$ cat config.mk
export PLATFORM = sky130hd
export DESIGN_NAME = rx_block_lock_flat
export DESIGN_NICKNAME = d
export VERILOG_FILES = /design/src/rtl/rx_block_lock_pkg.sv /design/src/rtl/rx_block_lock_if.sv /design/src/rtl/rx_block_lock.sv /design/src/flat_wrapper.sv
export SDC_FILE = /design/constraint.sdc
export NUM_CORES = 1
export LEC_CHECK = 0
export CORE_MARGIN = 4
export CORE_UTILIZATION = 49
export CTS_CLUSTER_SIZE = 14
export DETAILED_ROUTE_END_ITERATION = 7
export GPL_TIMING_DRIVEN = 1
export HOLD_SLACK_MARGIN = 0.05
export PLACE_DENSITY = 0.88
export SETUP_SLACK_MARGIN = 0.02
export SLEW_MARGIN = 10
export SYNTH_ARGS = -nofsm -noshare
export SYNTH_HDL_FRONTEND = slang
export SYNTH_SLANG_ARGS = --single-unit
export TNS_END_PERCENT = 50
$ cat constraint.sdc
create_clock -name i_clk -period 3.95 [get_ports i_clk]
set_input_delay 0.395 -clock i_clk [delete_from_list [all_inputs] [get_ports i_clk]]
set_output_delay 0.395 -clock i_clk [all_outputs]
set_load 0.02 [all_outputs]
$ cat src/rtl/rx_block_lock_pkg.sv
// Shared PCS receive definitions: sync header codes, block-lock FSM states
// and the header-validity helper used by the block-lock logic.
package rx_block_lock_pkg;

  localparam logic [1:0] SYNC_HDR_DATA = 2'b01;
  localparam logic [1:0] SYNC_HDR_CTRL = 2'b10;

  typedef enum logic [1:0] {
    LOCK_TEST      = 2'd0,
    LOCK_SLIP      = 2'd1,
    LOCK_SLIP_WAIT = 2'd2
  } lock_state_t;

  function automatic logic sync_hdr_valid(input logic [1:0] hdr);
    return (hdr == SYNC_HDR_DATA) || (hdr == SYNC_HDR_CTRL);
  endfunction

endpackage

$ cat src/rtl/rx_block_lock_if.sv
// Beat stream between PCS receive stages: one data beat plus the sync header
// that is meaningful on the first beat of each 66b block.
interface rx_block_lock_if #(
  parameter int DATA_WIDTH = 32,
  parameter int HDR_WIDTH  = 2
);

  logic [DATA_WIDTH-1:0] data;
  logic [HDR_WIDTH-1:0]  sync_hdr;
  logic                  data_valid;

  modport master (output data, output sync_hdr, output data_valid);
  modport slave  (input  data, input  sync_hdr, input  data_valid);

endinterface

$ cat src/rtl/rx_block_lock.sv
// 66b block-lock state machine: hunts for sync header alignment by slipping
// block_sync, reports block lock and forwards beats qualified by lock.
module rx_block_lock
  import rx_block_lock_pkg::*;
#(
  parameter int DATA_WIDTH       = 32,
  parameter int HDR_WIDTH        = 2,
  parameter int SH_CNT_MAX       = 64,
  parameter int SH_INVLD_MAX     = 16,
  parameter int SLIP_WAIT_CYCLES = 32
) (
  input  logic            i_clk,
  input  logic            i_reset_n,
  rx_block_lock_if.slave  rx_in,
  rx_block_lock_if.master rx_out,
  output logic            o_slip,
  output logic            o_block_lock
);

  localparam int SH_CNT_W = $clog2(SH_CNT_MAX) + 1;
  localparam int INVLD_W  = $clog2(SH_INVLD_MAX) + 1;
  localparam int WAIT_W   = $clog2(SLIP_WAIT_CYCLES) + 1;

  localparam logic [SH_CNT_W-1:0] SH_CNT_LIMIT   = SH_CNT_W'(SH_CNT_MAX);
  localparam logic [SH_CNT_W-1:0] SH_CNT_ONE     = SH_CNT_W'(1);
  localparam logic [SH_CNT_W-1:0] SH_CNT_ZERO    = SH_CNT_W'(0);
  localparam logic [INVLD_W-1:0]  INVLD_LIMIT    = INVLD_W'(SH_INVLD_MAX);
  localparam logic [INVLD_W-1:0]  INVLD_ONE      = INVLD_W'(1);
  localparam logic [INVLD_W-1:0]  INVLD_ZERO     = INVLD_W'(0);
  localparam logic [WAIT_W-1:0]   WAIT_LAST      = WAIT_W'(SLIP_WAIT_CYCLES - 1);
  localparam logic [WAIT_W-1:0]   WAIT_ONE       = WAIT_W'(1);
  localparam logic [WAIT_W-1:0]   WAIT_ZERO      = WAIT_W'(0);

  lock_state_t           state_q,        state_d;
  logic [SH_CNT_W-1:0]   sh_cnt_q,       sh_cnt_d;
  logic [INVLD_W-1:0]    sh_invld_cnt_q, sh_invld_cnt_d;
  logic [WAIT_W-1:0]     wait_cnt_q,     wait_cnt_d;
  logic                  beat_flag_q,    beat_flag_d;
  logic                  slip_q,         slip_d;
  logic                  lock_q,         lock_d;
  logic [DATA_WIDTH-1:0] data_q,         data_d;
  logic [HDR_WIDTH-1:0]  hdr_q,          hdr_d;
  logic                  valid_q,        valid_d;

  logic                  hdr_beat_s;
  logic                  hdr_ok_s;
  logic [INVLD_W-1:0]    invld_inc_s;

  // Next-state logic for the lock FSM, header counters and forwarding stage.
  always_comb begin
    hdr_beat_s     = rx_in.data_valid & ~beat_flag_q;
    hdr_ok_s       = sync_hdr_valid(rx_in.sync_hdr);
    invld_inc_s    = sh_invld_cnt_q + INVLD_ONE;

    state_d        = state_q;
    sh_cnt_d       = sh_cnt_q;
    sh_invld_cnt_d = sh_invld_cnt_q;
    wait_cnt_d     = wait_cnt_q;
    beat_flag_d    = beat_flag_q ^ rx_in.data_valid;
    slip_d         = 1'b0;
    lock_d         = lock_q;

    case (state_q)
      LOCK_TEST: begin
        // sh_cnt sits at the limit for exactly one cycle: the window verdict.
        if (sh_cnt_q == SH_CNT_LIMIT) begin
          sh_cnt_d       = SH_CNT_ZERO;
          sh_invld_cnt_d = INVLD_ZERO;
          if (sh_invld_cnt_q == INVLD_ZERO) begin
            lock_d = 1'b1;
          end else begin
            lock_d = lock_q;
          end
        end else if (hdr_beat_s) begin
          sh_cnt_d = sh_cnt_q + SH_CNT_ONE;
          if (hdr_ok_s) begin
            sh_invld_cnt_d = sh_invld_cnt_q;
          end else if (!lock_q || (invld_inc_s == INVLD_LIMIT)) begin
            state_d = LOCK_SLIP;
            slip_d  = 1'b1;
            lock_d  = 1'b0;
          end else begin
            sh_invld_cnt_d = invld_inc_s;
          end
        end else begin
          sh_cnt_d = sh_cnt_q;
        end
      end

      LOCK_SLIP: begin
        state_d        = LOCK_SLIP_WAIT;
        lock_d         = 1'b0;
        sh_cnt_d       = SH_CNT_ZERO;
        sh_invld_cnt_d = INVLD_ZERO;
        beat_flag_d    = 1'b0;
        wait_cnt_d     = WAIT_ZERO;
      end

      LOCK_SLIP_WAIT: begin
        // block_sync is realigning; its output is ignored for lock purposes.
        if (wait_cnt_q == WAIT_LAST) begin
          state_d    = LOCK_TEST;
          wait_cnt_d = WAIT_ZERO;
        end else begin
          wait_cnt_d = wait_cnt_q + WAIT_ONE;
        end
      end

      default: begin
        state_d        = LOCK_TEST;
        lock_d         = 1'b0;
        sh_cnt_d       = SH_CNT_ZERO;
        sh_invld_cnt_d = INVLD_ZERO;
        beat_flag_d    = 1'b0;
        wait_cnt_d     = WAIT_ZERO;
      end
    endcase

    data_d = rx_in.data;
    if (hdr_beat_s) begin
      hdr_d = rx_in.sync_hdr;
    end else begin
      hdr_d = hdr_q;
    end
    valid_d = rx_in.data_valid & lock_q & (state_q == LOCK_TEST);
  end

  // State and output registers.
  always_ff @(posedge i_clk or negedge i_reset_n) begin
    if (!i_reset_n) begin
      state_q        <= LOCK_TEST;
      sh_cnt_q       <= SH_CNT_ZERO;
      sh_invld_cnt_q <= INVLD_ZERO;
      wait_cnt_q     <= WAIT_ZERO;
      beat_flag_q    <= 1'b0;
      slip_q         <= 1'b0;
      lock_q         <= 1'b0;
      data_q         <= {DATA_WIDTH{1'b0}};
      hdr_q          <= {HDR_WIDTH{1'b0}};
      valid_q        <= 1'b0;
    end else begin
      state_q        <= state_d;
      sh_cnt_q       <= sh_cnt_d;
      sh_invld_cnt_q <= sh_invld_cnt_d;
      wait_cnt_q     <= wait_cnt_d;
      beat_flag_q    <= beat_flag_d;
      slip_q         <= slip_d;
      lock_q         <= lock_d;
      data_q         <= data_d;
      hdr_q          <= hdr_d;
      valid_q        <= valid_d;
    end
  end

  assign o_slip            = slip_q;
  assign o_block_lock      = lock_q;
  assign rx_out.data       = data_q;
  assign rx_out.sync_hdr   = hdr_q;
  assign rx_out.data_valid = valid_q;

endmodule

$ cat src/flat_wrapper.sv
// flat-port wrapper written by rule: the top's interface ports become plain ports
module rx_block_lock_flat import rx_block_lock_pkg::*;
#(
  parameter int DATA_WIDTH       = 32,
  parameter int HDR_WIDTH        = 2,
  parameter int SH_CNT_MAX       = 64,
  parameter int SH_INVLD_MAX     = 16,
  parameter int SLIP_WAIT_CYCLES = 32
)
  (i_clk, i_reset_n, o_slip, o_block_lock, rx_in_data, rx_in_sync_hdr, rx_in_data_valid, rx_out_data, rx_out_sync_hdr, rx_out_data_valid);
  rx_block_lock_if #(.DATA_WIDTH(DATA_WIDTH), .HDR_WIDTH(HDR_WIDTH)) rx_in_i ();
  rx_block_lock_if #(.DATA_WIDTH(DATA_WIDTH), .HDR_WIDTH(HDR_WIDTH)) rx_out_i ();
  input  logic i_clk;
  input  logic i_reset_n;
  output logic o_slip;
  output logic o_block_lock;
  input wire logic [$bits(rx_in_i.data)-1:0] rx_in_data;
  input wire logic [$bits(rx_in_i.sync_hdr)-1:0] rx_in_sync_hdr;
  input wire logic [$bits(rx_in_i.data_valid)-1:0] rx_in_data_valid;
  output wire logic [$bits(rx_out_i.data)-1:0] rx_out_data;
  output wire logic [$bits(rx_out_i.sync_hdr)-1:0] rx_out_sync_hdr;
  output wire logic [$bits(rx_out_i.data_valid)-1:0] rx_out_data_valid;
  assign rx_in_i.data = rx_in_data;
  assign rx_in_i.sync_hdr = rx_in_sync_hdr;
  assign rx_in_i.data_valid = rx_in_data_valid;
  assign rx_out_data = rx_out_i.data;
  assign rx_out_sync_hdr = rx_out_i.sync_hdr;
  assign rx_out_data_valid = rx_out_i.data_valid;
  rx_block_lock #(.DATA_WIDTH(DATA_WIDTH), .HDR_WIDTH(HDR_WIDTH), .SH_CNT_MAX(SH_CNT_MAX), .SH_INVLD_MAX(SH_INVLD_MAX), .SLIP_WAIT_CYCLES(SLIP_WAIT_CYCLES)) u_core (.i_clk(i_clk), .i_reset_n(i_reset_n), .rx_in(rx_in_i), .rx_out(rx_out_i), .o_slip(o_slip), .o_block_lock(o_block_lock));
endmodule
==> out/metrics.cfg, run 1 <==
[finish]
layout_area_overhead_pct = 41.73
final_cell_count_no_fill = 312
drive_gt1_frac = 0.1115
antenna_cells_inserted = 0
fin_nets = 300

[timing]
tns_ns = 0
fmaxAchievable_mhz = 527.3
min_period_over_period = 0.4801
finalMaxSlewViolations = 0
clock_skew_ns = 0.004746
final.min_clock_period_ns = 1.897
worst_slew_pin_slew_ns = 0.8588
grt_setup_unrepaired = no
setup_viol = 0
timing.slew.headroom = 0.4274
timing_hold_violations_final = 0

[cts]
htree_levels = 3
insertion_delay_ns = 0.33
clock_tree_from_tritoncts = built
cts-root-to-sink-buffers = 2
cts.repair.resized = 0
cts_inserted_buffers = 9
post_cts.repair.setup_buffers = 0
cts.hold.buffers_added = 0
cts-root-buf = sky130_fd_sc_hd__clkbuf_8
clk_pin_slew_ns = 0.06
clock-sinks = 58

[grt]
met1_usage = 0.2297
global_route.usage.met2 = 0.3664
largest_net_degree_at_the_start_of_global_routing = 32
gr-max-usage-layer = met2
grt_pass1_vias = 1787
grt_antenna_before_repair = 0
grt_first_pass_wirelength_um = 8956
grt_remaining_overflow = 0
track_usage = 0.2070
grt.met3_usage = 0.04255

[routing]
wl_per_cell_um = 17.40
drc_errors = 0
ant_nets = 0
firstDrtPassIters = 4
post_drt_via_cell_ratio = 5.394
first_iter_violations = 181
route.final.wire_length_um = 5429
routed-via-count = 1683

[yosys]
ys_seq_area_frac = 0.6353
synth.ff_latch_count = 58
synth_top_cell_by_area = sky130_fd_sc_hd__dfrtp_1
synth-main-ff-cell = sky130_fd_sc_hd__dfrtp_1
count_of_unique_library_cells_instantiated_by_yosys = 42
synthesis.area_um2 = 2285
synth.most_common_cell = sky130_fd_sc_hd__dfrtp_1
post_synth_most_frequent_cells = sky130_fd_sc_hd__dfrtp_1 (58), sky130_fd_sc_hd__nand2_1 (16), sky130_fd_sc_hd__nor2_1 (16)
synthDominantCellAreaShare = 0.6353
synthesis.instances = 178
postSynth.asyncResetShare = 1.000
synth-edff-count = 0
synth.avg_cell_area_um2 = 12.84
synthesis.yosys.warnings = 0
postSynthNetCount = 221
synthTopCellsByArea = sky130_fd_sc_hd__dfrtp_1 (64%), sky130_fd_sc_hd__ha_1 (3.3%), sky130_fd_sc_hd__nand2_1 (2.6%)

[worst_setup_path]
required_ns = 4.20
critical_path_class = in -> reg
endpoint_kind = register
path_buf_inv = 1
cp-start-kind = input port
arrival_ns = 2.15
path_delay_family = simple AND/OR/NAND/NOR gates
critical_path.cell_chain = clkdlybuf4s50_1 > ha_1 > and2b_1 > o2111ai_1 > or3_1 > a21oi_1
path_depth = 6
worstRegToRegCells = 7
worst-path-max-fanout = 8
critical_path.max_stage_delay_ns = 0.51
timing.critical_path.slowest_stage_cell = sky130_fd_sc_hd__clkdlybuf4s50_1

[job]
maxCapViolations = 0

[die]
die_width_um = 76.29
placement_rows = 24
boundaryPins = 74
floorplan.die.height_um = 76.29
die-area_um2 = 5819
design.core.area_um2 = 4444
initial_core_util = 0.5141

[pwr]
worst_ir_drop_vdd_mv = 0.4907
power_per_cell_area_nw_per_um2 = 566.6
total_leakage_power_nw = 1.456

[placed_design]
place.detailed.instances = 298
rd_place_congestion = 0.8005
port_buffer_count = 73
dpl.hpwl_um = 3895

[run_status]
outcome = completed

[min_path]
min-delay-path-class = in -> async

routing by layer:
metal,vias to the layer above,wire length [um]
met4,0,134
met5,-,0
li1,774,-
met2,57,3114
met3,11,250
met1,841,1929
placed cells by master, fill, tap and decap left out, types with 4 or more instances in the layout:
cell type | synthesis | final
sky130_fd_sc_hd__ha_1 | 6 | 6
sky130_fd_sc_hd__a31oi_1 | 4 | 4
sky130_fd_sc_hd__clkbuf_8 | 0 | 11
sky130_fd_sc_hd__clkdlybuf4s50_1 | 0 | 72
sky130_fd_sc_hd__nand3_1 | 4 | 4
sky130_fd_sc_hd__inv_1 | 7 | 7
sky130_fd_sc_hd__xor2_1 | 4 | 4
sky130_fd_sc_hd__nand2_1 | 16 | 16
sky130_fd_sc_hd__a21oi_1 | 4 | 4
sky130_fd_sc_hd__dfrtp_1 | 58 | 58
sky130_fd_sc_hd__nand3b_1 | 4 | 4
sky130_fd_sc_hd__nor2_1 | 16 | 16
area by class of cell:
type / count / area, um^2
clock buffers: 11 / 151.4
inverters: 7 / 26.28
multi-input cells: 107 / 770.7
repair buffers: 74 / 733.2
well taps: 52 / 65.06
flip-flops and latches: 58 / 1451
clock inverters: 3 / 40.04
fillers: 303 / 1206
registers in the layout (all words and copies together) (netlist names):
register and flops:
u_core.beat_flag_q 1, u_core.o_block_lock 1, u_core.o_slip 1, u_core.rx_out.data 32, u_core.rx_out.data_valid 1, u_core.rx_out.sync_hdr 2, u_core.sh_cnt_q 7, u_core.sh_invld_cnt_q 5
u_core.state_q 2, u_core.wait_cnt_q 6
path summary, 6_finish.rpt:
kind	from	end	slack, ns
max	rx_in_data_valid	u_core.sh_cnt_q[6]	2.05
min	i_reset_n	u_core.rx_out.data[10]	0.09
max reg2reg	u_core.sh_cnt_q[0]	u_core.state_q[0]	2.14
min reg2reg	u_core.rx_out.sync_hdr[0]	u_core.rx_out.sync_hdr[0]	0.51
max in group asynchronous	i_reset_n	u_core.rx_out.data[23]	3.05
min in group i_clk	rx_in_data[26]	u_core.rx_out.data[26]	0.50
per-stage QoR:
| step | hold slack (ns) | power [mW] | setup WS, ns | area, um^2 | utilization |
|---|---|---|---|---|---|
| after CTS | 0.1107 | 1.844 | 2.066 | 3238 | 0.7286 |
| after floorplan | 0.09941 | 1.133 | 2.410 | 2285 | - |
| after detailed placement | 0.4723 | 1.305 | 1.741 | 3047 | 0.6855 |
| after global routing | 0.1268 | 1.943 | 1.953 | 3238 | 0.7286 |
| after global placement | 0.4583 | 1.277 | 1.827 | 3047 | 0.6855 |
| final | 0.08931 | 1.835 | 2.053 | 3238 | 0.7286 |
worst reg2reg max path, stage by stage (launching register included):
cell and delay, ns:
sky130_fd_sc_hd__dfrtp_1 0.44, sky130_fd_sc_hd__inv_1 0.09, sky130_fd_sc_hd__ha_1 0.21, sky130_fd_sc_hd__nor4b_4 0.14
sky130_fd_sc_hd__nand3b_4 0.14, sky130_fd_sc_hd__nor2b_4 0.29, sky130_fd_sc_hd__nand3_1 0.16, sky130_fd_sc_hd__a211oi_1 0.24
kinds of logic (layout without fill, tap and decap cells):
kind of cell / after synthesis / after routing / synth area share
flip-flops: 58 / 58 / 0.6353
XOR/XNOR: 6 / 6 / 0.02300
AND/OR/NAND/NOR: 62 / 62 / 0.1566
buffers and inverters: 13 / 95 / 0.02739
multiplexers: 7 / 7 / 0.03779
AO/OA/AOI/OAI: 26 / 26 / 0.08708
adder cells (fa/ha/maj): 6 / 6 / 0.03286
report_power, final:
group | internal, mW | switching, mW | total [mW]
sequential | 0.691 | 0.138 | 0.829
combinational | 0.239 | 0.238 | 0.476
clock | 0.316 | 0.213 | 0.529
total | 1.25 | 0.589 | 1.83
Power figures use the tool's default switching activity.
==> run 2: changes to the inputs <==
Settings changed: CORE_UTILIZATION 49 to 45, PLACE_DENSITY 0.88 to 0.82.
Clock period 3.95 ns to 1.8 ns, I/O delays scaled along.
==> run 2 against run 1 <==
  * Critical path depth increased by 1
  * Setup slack got worse by 1.9 ns
  * Via count increased by 0.42%
  * Wire length decreased by 3.9%
  * Clock-buffer cell count increased by 1
  * Global-route usage decreased by 2.1 points
==> out/metrics.cfg, run 2 (synthesis gave the netlist of run 1 again) <==
[run_status]
outcome = completed

[placed_design]
port_buffer_count = 73  ; unchanged
post-place-ws_ns = 0.002424  ; -1.739 ns
place.detailed.instances = 324  ; +8.7%
dpl.hpwl_um = 3784  ; -2.8%
rd_place_congestion = 0.8127  ; +1.5%

[timing]
timing.slew.headroom = 0.5896  ; +0.1621
tns_ns = 0  ; unchanged
min_period_over_period = 0.9315
timing_hold_violations_final = 0  ; unchanged
clock_skew_ns = 0.004470  ; -0.0002756 ns
finalMaxSlewViolations = 0  ; unchanged
fin_hold_ws_ns = 0.2846  ; +0.1953 ns
worst_slew_pin_slew_ns = 0.6156  ; -0.2432 ns
setup_ws_ns = 0.1233  ; -1.930 ns
fmaxAchievable_mhz = 596.4
final.min_clock_period_ns = 1.677
setup_viol = 0  ; unchanged
grt_setup_unrepaired = yes

[worst_setup_path]
endpoint_kind = register
cp-start-kind = register
arrival_ns = 1.90  ; -0.25 ns
critical_path_class = reg -> reg
worst-path-max-fanout = 8  ; unchanged
worstRegToRegCells = 7  ; unchanged
required_ns = 2.03  ; -2.17 ns

[min_path]
hold-path-cell-count = 1
min-delay-path-class = in -> reg

[die]
placement_rows = 25  ; +4.2%
die-area_um2 = 6281  ; +7.9%
boundaryPins = 74  ; unchanged
design.core.area_um2 = 4817  ; +8.4%
die_width_um = 79.26  ; +3.9%
floorplan.die.height_um = 79.26  ; +3.9%
initial_core_util = 0.4743  ; -0.03979

[pwr]
total_leakage_power_nw = 1.496  ; +2.8%
worst_ir_drop_vdd_mv = 0.7290  ; +49%
power_per_cell_area_nw_per_um2 = 1170  ; +110%

[cts]
cts-root-buf = sky130_fd_sc_hd__clkbuf_8
insertion_delay_ns = 0.32  ; about the same
clock_tree_from_tritoncts = built
clock-sinks = 58  ; unchanged
clk_pin_slew_ns = 0.07  ; about the same
htree_levels = 3  ; unchanged
cts_inserted_buffers = 9  ; unchanged
cts-root-to-sink-buffers = 2  ; unchanged

[job]
maxCapViolations = 0  ; unchanged

[routing]
routed-via-count = 1690  ; +0.42%
first_iter_violations = 75  ; -59%
route.final.wire_length_um = 5216  ; -3.9%
firstDrtPassIters = 4  ; unchanged
post_drt_via_cell_ratio = 4.971  ; -7.9%
wl_per_cell_um = 15.34  ; -12%
drc_errors = 0  ; unchanged
ant_nets = 0  ; unchanged

[finish]
mostFrequentLayoutCell = sky130_fd_sc_hd__clkdlybuf4s50_1
antenna_cells_inserted = 0  ; unchanged
largest_register_ffs = 32  ; unchanged
layout_area_overhead_pct = 45.67
drive_gt1_frac = 0.1429  ; +0.03132
fillers = 373  ; +23%
fin_nets = 312  ; +4.0%
final_cell_count_no_fill = 340  ; +9.0%
final_cell_mix = sky130_fd_sc_hd__clkdlybuf4s50_1 (72), sky130_fd_sc_hd__dfrtp_1 (58), sky130_fd_sc_hd__nand2_1 (16), sky130_fd_sc_hd__nor2_1 (16), sky130_fd_sc_hd__buf_4 (11)

[grt]
grt_pass1_vias = 1787  ; unchanged
grt_first_pass_wirelength_um = 8673  ; -3.2%
track_usage = 0.1863  ; -0.02078
grt_antenna_before_repair = 0  ; unchanged
grt_remaining_overflow = 0  ; unchanged
largest_net_degree_at_the_start_of_global_routing = 26  ; -19%

## run 2: cell types whose count changed in the layout (fill, tap and decap cells not counted)
cell | previous run | this run
sky130_fd_sc_hd__a211oi_2 | 0 | 1
sky130_fd_sc_hd__clkinvlp_4 | 0 | 1
sky130_fd_sc_hd__dlygate4sd3_1 | 0 | 1
sky130_fd_sc_hd__bufinv_16 | 1 | 0
sky130_fd_sc_hd__a211oi_1 | 3 | 2
sky130_fd_sc_hd__buf_4 | 1 | 11
sky130_fd_sc_hd__clkbuf_1 | 0 | 3
sky130_fd_sc_hd__buf_12 | 0 | 1
sky130_fd_sc_hd__clkbuf_8 | 11 | 9
## run 2: final timing paths
kind                                           startpoint                         to  slack [ns]
worst max-delay path                   u_core.sh_cnt_q[1]              u_core.o_slip        0.12
worst min-delay path                        rx_in_data[2]      u_core.rx_out.data[2]        0.28
worst max register to register         u_core.sh_cnt_q[1]              u_core.o_slip        0.12
worst min register to register  u_core.rx_out.sync_hdr[1]  u_core.rx_out.sync_hdr[1]        0.54
max in group asynchronous                       i_reset_n       u_core.wait_cnt_q[2]        0.80
min in group asynchronous                       i_reset_n   u_core.sh_invld_cnt_q[4]        0.39
## run 2: stage by stage
step | cell area [um^2] | total power [mW] | util
floorplan | 2285 | 2.486 | -
global placement | 3161 | 2.913 | 0.6561
detailed placement | 3161 | 2.945 | 0.6561
CTS | 3323 | 3.930 | 0.6899
global route | 3328 | 4.129 | 0.6909
finish | 3328 | 3.895 | 0.6909
## run 2: power breakdown
part,switching [mW],internal (mW)
clock network,0.469,0.487
logic,0.613,0.602
registers,0.206,1.52
total,1.29,2.61
## run 2: cell type report
class / count / area [um^2] / share of cell area
inverters: 7 / 26.28 / 0.007895
flip-flops and latches: 58 / 1451 / 0.4361
clock buffers: 12 / 135.1 / 0.04060
clock inverters: 3 / 17.52 / 0.005263
well taps: 67 / 83.83 / 0.02519
multi-input cells: 107 / 775.7 / 0.2331
repair buffers: 86 / 838.3 / 0.2519
## run 2: worst max-delay path, stage by stage (launching register included)
cell and delay [ns]:
sky130_fd_sc_hd__dfrtp_1 0.40, sky130_fd_sc_hd__inv_1 0.08, sky130_fd_sc_hd__ha_1 0.18, sky130_fd_sc_hd__nor4b_4 0.13, sky130_fd_sc_hd__nand3b_4 0.10, sky130_fd_sc_hd__nor2b_4 0.27, sky130_fd_sc_hd__nand3_1 0.15, sky130_fd_sc_hd__a211oi_2 0.26
## run 2: timing repair
item,4_1_cts,5_1_grt
setup endpoints to repair,0,2
gates resized for setup,0,1
buffers inserted,0,0
endpoints found under the hold margin,23,0
hold buffers,1,0
## run 2: per-layer routing
layer  GRT usage  vias to the layer above  part of all wire  wire length (um)
li1            -                      797                 -                 -
met1      0.2126                      816              0.39              2019
met2      0.3249                       58              0.54              2802
met3     0.03515                       19             0.046               242
met4      0.1065                        0             0.029               152
met5           0                        -                 0                 0
==> edit 1: new RTL, flow settings as in run 1 <==
The output `o_slip` loses its register stage (`slip_q` becomes a continuous assignment).
--- a/src/rtl/rx_block_lock.sv
+++ b/src/rtl/rx_block_lock.sv
@@ -133,7 +133,6 @@
       sh_invld_cnt_q <= INVLD_ZERO;
       wait_cnt_q     <= WAIT_ZERO;
       beat_flag_q    <= 1'b0;
-      slip_q         <= 1'b0;
       lock_q         <= 1'b0;
       data_q         <= {DATA_WIDTH{1'b0}};
       hdr_q          <= {HDR_WIDTH{1'b0}};
@@ -144,13 +143,14 @@
       sh_invld_cnt_q <= sh_invld_cnt_d;
       wait_cnt_q     <= wait_cnt_d;
       beat_flag_q    <= beat_flag_d;
-      slip_q         <= slip_d;
       lock_q         <= lock_d;
       data_q         <= data_d;
       hdr_q          <= hdr_d;
       valid_q        <= valid_d;
     end
   end
+
+  assign slip_q = slip_d;
 
   assign o_slip            = slip_q;
   assign o_block_lock      = lock_q;
Formal check against the unedited RTL: not equivalent (Yosys sat finds a counterexample within 4 cycles, from zero or initial values and one cycle with i_reset_n low).
==> edit 1 against run 1 <==
Final area is 0.19% lower; first-iteration DRC count decreased by 28%; highest routed layer unchanged; clock power rose by 10%; sequential cell count decreased by 1; total power rose by 1.9%; largest cell class unchanged; routed wire length shrank 3.1%; synthesized area is 1.1% lower; final cell count unchanged; critical path type is now flop to output port; fmax fell by 37%; largest power group unchanged; worst setup slack lost 1.1 ns.
==> edit 1: results (changes against run 1) <==
| Metric | Value |
|---|---|
| Status | complete, no violations |
| I/O Buffers | 73 (unchanged) |
| Synth area leaders | dfrtp_1, ha_1, nand2_1 |
| R2r startpoint | u_core.state_q[0] |
| Vias in the first global route | 1,763 (-1.3%) |
| First-pass GRT wire length | 8630 um (-3.6%) |
| Comb power frac | 0.255 (-0.005) |
| Worst Setup SP | u_core.sh_cnt_q[0] |
| Post-DP HPWL | 3790 um (-2.8%) |
| Slowest cell on crit path | clkdlybuf4s50_1 |
| Synthesized Nets | 220 (-0.45%) |
| Max_slew headroom | 0.444 (+0.0167) |
| Static Leak | 1.45 nW (-0.57%) |
| Worst path max stage delay | 0.65 ns (+0.14 ns) |
| # fillers | 299 (-1.3%) |
| Largest net degree at the start of global routing | 58 (+81%) |
| Total track usage | 0.194 (-0.0132) |
| Most frequent cells after synthesis | dfrtp_1, nand2_1, nor2_1, inv_1, ha_1 |
| Routability cong. | 0.877 (+9.6%) |
| Wirelength per Cell | 16.9 um (-3.1%) |
| Placed cells | 297 (-0.34%) |
| RR Endpoint | u_core.sh_cnt_q[6] |
| Clock-net power | 0.582 mW (+10%) |
| Pre-CTS setup slack | 1.25 ns (-0.489 ns) |
| Register-to-Register Path Depth | 3 (-4) |
| CP Data Arrival Time | 2.62 ns (+0.47 ns) |
| Register area share after synthesis | 0.631 (-0.00404) |
| Unique masters post-synth | 42 (unchanged) |
| Worst vdd ir | 0.000352 V (-28%) |
| Initial antenna violation count | 0 (unchanged) |
| Net switching power | 0.584 mW (-0.82%) |
| Iter 0 DRT Violations | 130 (-28%) |
| Fraction of layout cells with a size suffix above 1 | 0.108 (-0.00385) |
-- edit 1: how the worst max path moves through the flow --
stage,end,slack (ns),cells after the start
final,o_slip,0.93,8
after global routing,o_slip,0.77,8
after CTS,o_slip,0.91,8
after detailed placement,o_slip,1.25,5
after global placement,o_slip,1.26,5
after floorplan,o_slip,1.76,8
-- edit 1: cells by family (layout without fill, tap and decap cells) --
| logic type | Yosys count | in the layout | share of synthesized area |
|---|---|---|---|
| buf+inv | 13 | 96 | 0.0277 |
| mux | 7 | 7 | 0.0382 |
| xor+xnor | 6 | 6 | 0.0233 |
| flops | 57 | 57 | 0.631 |
| fa+ha+maj | 6 | 6 | 0.0332 |
| simple gates | 62 | 62 | 0.158 |
| compound gates | 26 | 26 | 0.0880 |
-- edit 1: final cells by class --
class,instances,share of cell area
inverter,7,0.00813
clock buffer,12,0.0449
timing repair buffer,74,0.227
sequential,57,0.441
clock inverter,3,0.0201
tap,52,0.0201
multi-input combinational,107,0.238
-- edit 1: through the flow --
step                      area (um^2)  power [mW]  utilization  hold slack (ns)
after floorplan                  2260        1.12            -           0.0994
after CTS                        3230        1.89        0.732            0.214
after detailed placement         3020        1.29        0.685            0.503
final                            3230        1.87        0.732            0.191
after global placement           3020        1.26        0.685            0.506
after global routing             3230        1.97        0.732            0.254
-- edit 1: critical path: cells and delay by family, from the launching register on --
family,cells,cell delay [ns]
compound gates,1,0.24
fa+ha+maj,1,0.21
buf+inv,2,0.75
flops,1,0.42
simple gates,4,0.68
-- edit 1: metal layers --
| metal | up-vias | global-route usage | wire length (um) |
|---|---|---|---|
| li1 | 770 | - | - |
| met1 | 817 | 0.209 | 1950 |
| met2 | 68 | 0.336 | 2870 |
| met3 | 10 | 0.0521 | 338 |
| met4 | 0 | 0.114 | 105 |
| met5 | - | 0 | 0 |
==> edit 2: new RTL, settings of run 1 <==
Made on the original files. `SH_INVLD_MAX` is set to 16 in 2 places; all go to 32.
--- a/src/rtl/rx_block_lock.sv
+++ b/src/rtl/rx_block_lock.sv
@@ -6,7 +6,7 @@
   parameter int DATA_WIDTH       = 32,
   parameter int HDR_WIDTH        = 2,
   parameter int SH_CNT_MAX       = 64,
-  parameter int SH_INVLD_MAX     = 16,
+  parameter int SH_INVLD_MAX     = 32,
   parameter int SLIP_WAIT_CYCLES = 32
 ) (
   input  logic            i_clk,
--- a/src/flat_wrapper.sv
+++ b/src/flat_wrapper.sv
@@ -4,7 +4,7 @@
   parameter int DATA_WIDTH       = 32,
   parameter int HDR_WIDTH        = 2,
   parameter int SH_CNT_MAX       = 64,
-  parameter int SH_INVLD_MAX     = 16,
+  parameter int SH_INVLD_MAX     = 32,
   parameter int SLIP_WAIT_CYCLES = 32
 )
   (i_clk, i_reset_n, o_slip, o_block_lock, rx_in_data, rx_in_sync_hdr, rx_in_data_valid, rx_out_data, rx_out_sync_hdr, rx_out_data_valid);
Behaviour: no difference found for any inputs over 10 cycles, from zero or initial values and one cycle with i_reset_n low; that may be too few to reach the edited logic, so the function may still have changed.
==> edit 2 against run 1 <==
Clock skew grew 0.0060 ns; non-clock buffer count is the same; routed wire length shrank 1.2%; count of clock-buffer cells in the layout grew 1; first-iteration DRC count shrank 15%; synthesized cell count grew 3.9%; worst setup slack lost 0.15 ns; sequential power shrank 8.1%; total power shrank 14%; sequential cell count grew 1; core utilization shrank 0.44 points; final area grew 0.73%; synthesized area grew 3.3%; fmax shrank 7.4%; critical path type is now flop to flop; largest power group unchanged; highest routed layer unchanged.
==> edit 2: results (changes against run 1) <==
| Metric | Value |
|---|---|
| CP Data Arrival Time | 2.30 ns (+0.15 ns) |
| CP endpoint | u_core.sh_invld_cnt_q[4] |
| Critical path fanouts, max | 9 (+1) |
| Static Leak | 1.41 nW (-3.5%) |
| Fraction of layout cells with a size suffix above 1 | 0.112 (+0.000402) |
| Max FFs per register | 32 (unchanged) |
| # fillers | 283 (-6.6%) |
| Status | complete, no violations |
| Wirelength per Cell | 16.8 um (-3.7%) |
| Most frequent cells after synthesis | dfrtp_1, inv_1, nand2_1, nor2_1, nand3_1 |
| R2r startpoint | u_core.sh_invld_cnt_q[0] |
| Unique masters post-synth | 46 (+9.5%) |
| Placed cells | 305 (+2.3%) |
| Worst clock skew | 0.0107 ns (+0.00597 ns) |
| Worst path max stage delay | 0.45 ns (-0.06 ns) |
| Fmax | 488 MHz (-7.4%) |
| R2R setup slack | 1.90 ns (-0.24 ns) |
| Vias per cell | 5.37 (-0.41%) |
| Sequential cell area | 1480 um^2 (+1.7%) |
| RR Endpoint | u_core.sh_invld_cnt_q[4] |
| Largest net degree at the start of global routing | 33 (+3.1%) |
| Register area share after synthesis | 0.626 (-0.00961) |
| Final WL | 5360 um (-1.2%) |
| Placed Area | 3100 um^2 (+1.8%) |
| Most common flop cell mapped by yosys | dfrtp_1 |
| Minimum hold slack | 0.0930 ns (+0.00368 ns) |
| Post-Synthesis Cells | 185 (+3.9%) |
| Register-to-Register Path Depth | 6 (-1) |
| Worst slew pin tran | 0.651 ns (-0.208 ns) |
| CTS root buffer | clkbuf_8 |
| Post-DP HPWL | 3980 um (+2.1%) |
| Vias in the first global route | 1,864 (+4.3%) |
| Iter 0 DRT Violations | 154 (-15%) |
| Total track usage | 0.202 (-0.00510) |
| Routability cong. | 0.805 (+0.56%) |
| Pre-CTS setup slack | 1.68 ns (-0.0663 ns) |
| CTS H-tree lvls | 3 (unchanged) |
| Slowest cell on crit path | dfrtp_1 |
| Initial antenna violation count | 0 (unchanged) |
| First-pass GRT wire length | 9270 um (+3.5%) |
| Worst Setup SP | u_core.sh_invld_cnt_q[0] |
| Worst vdd ir | 0.000447 V (-8.8%) |
| Synth area leaders | dfrtp_1, ha_1, nand3_1 |
| Synthesized Nets | 228 (+3.2%) |
[edit 2: cell types whose count changed after synthesis, sizes merged, moves of 3 or more]
cell and delta:
o21ai +5, nand3 +6, o2111ai -3, nand3b -4, a211oi -3, inv +5, nor3 +5, and3 +3
a31oi -4, nor2 -4, a21o -3, nand2 -5
[edit 2: layer usage]
| metal | part of all wire | wire length (um) | track usage | vias to the layer above |
|---|---|---|---|---|
| met4 | 0.016 | 85 | 0.0712 | 0 |
| met1 | 0.38 | 2050 | 0.237 | 816 |
| met3 | 0.16 | 871 | 0.148 | 12 |
| li1 | - | - | - | 803 |
| met5 | 0 | 0 | 0 | - |
| met2 | 0.44 | 2360 | 0.288 | 88 |
[edit 2: cell families (layout without fill, tap and decap cells)]
logic type,after synthesis,in the layout,share of synthesized area
AND/OR/NAND/NOR,63,63,0.156
multiplexers,5,5,0.0228
XOR/XNOR,7,7,0.0260
flip-flops,59,59,0.626
AO/OA/AOI/OAI,27,27,0.0944
adder cells (fa/ha/maj),6,6,0.0318
buffers and inverters,18,101,0.0429
[edit 2: area by class of cell]
type	instances	area share
clock buffers	12	0.0445
clock inverters	3	0.00460
inverters	12	0.0138
multi-input cells	108	0.240
flip-flops and latches	59	0.453
well taps	52	0.0199
repair buffers	74	0.225
[edit 2: worst max-delay path, delay by kind of cell (launching register included)]
| kind | cells | cell delay [ns] |
|---|---|---|
| adders and majority gates | 1 | 0.30 |
| and+or+nand+nor | 3 | 0.71 |
| DFF | 1 | 0.45 |
| AOI/OAI and AO/OA | 2 | 0.50 |
[edit 2: power breakdown]
part	internal (mW)	total, mW	switching [mW]
registers	0.681	0.762	0.0813
clock network	0.238	0.455	0.217
logic	0.190	0.370	0.180
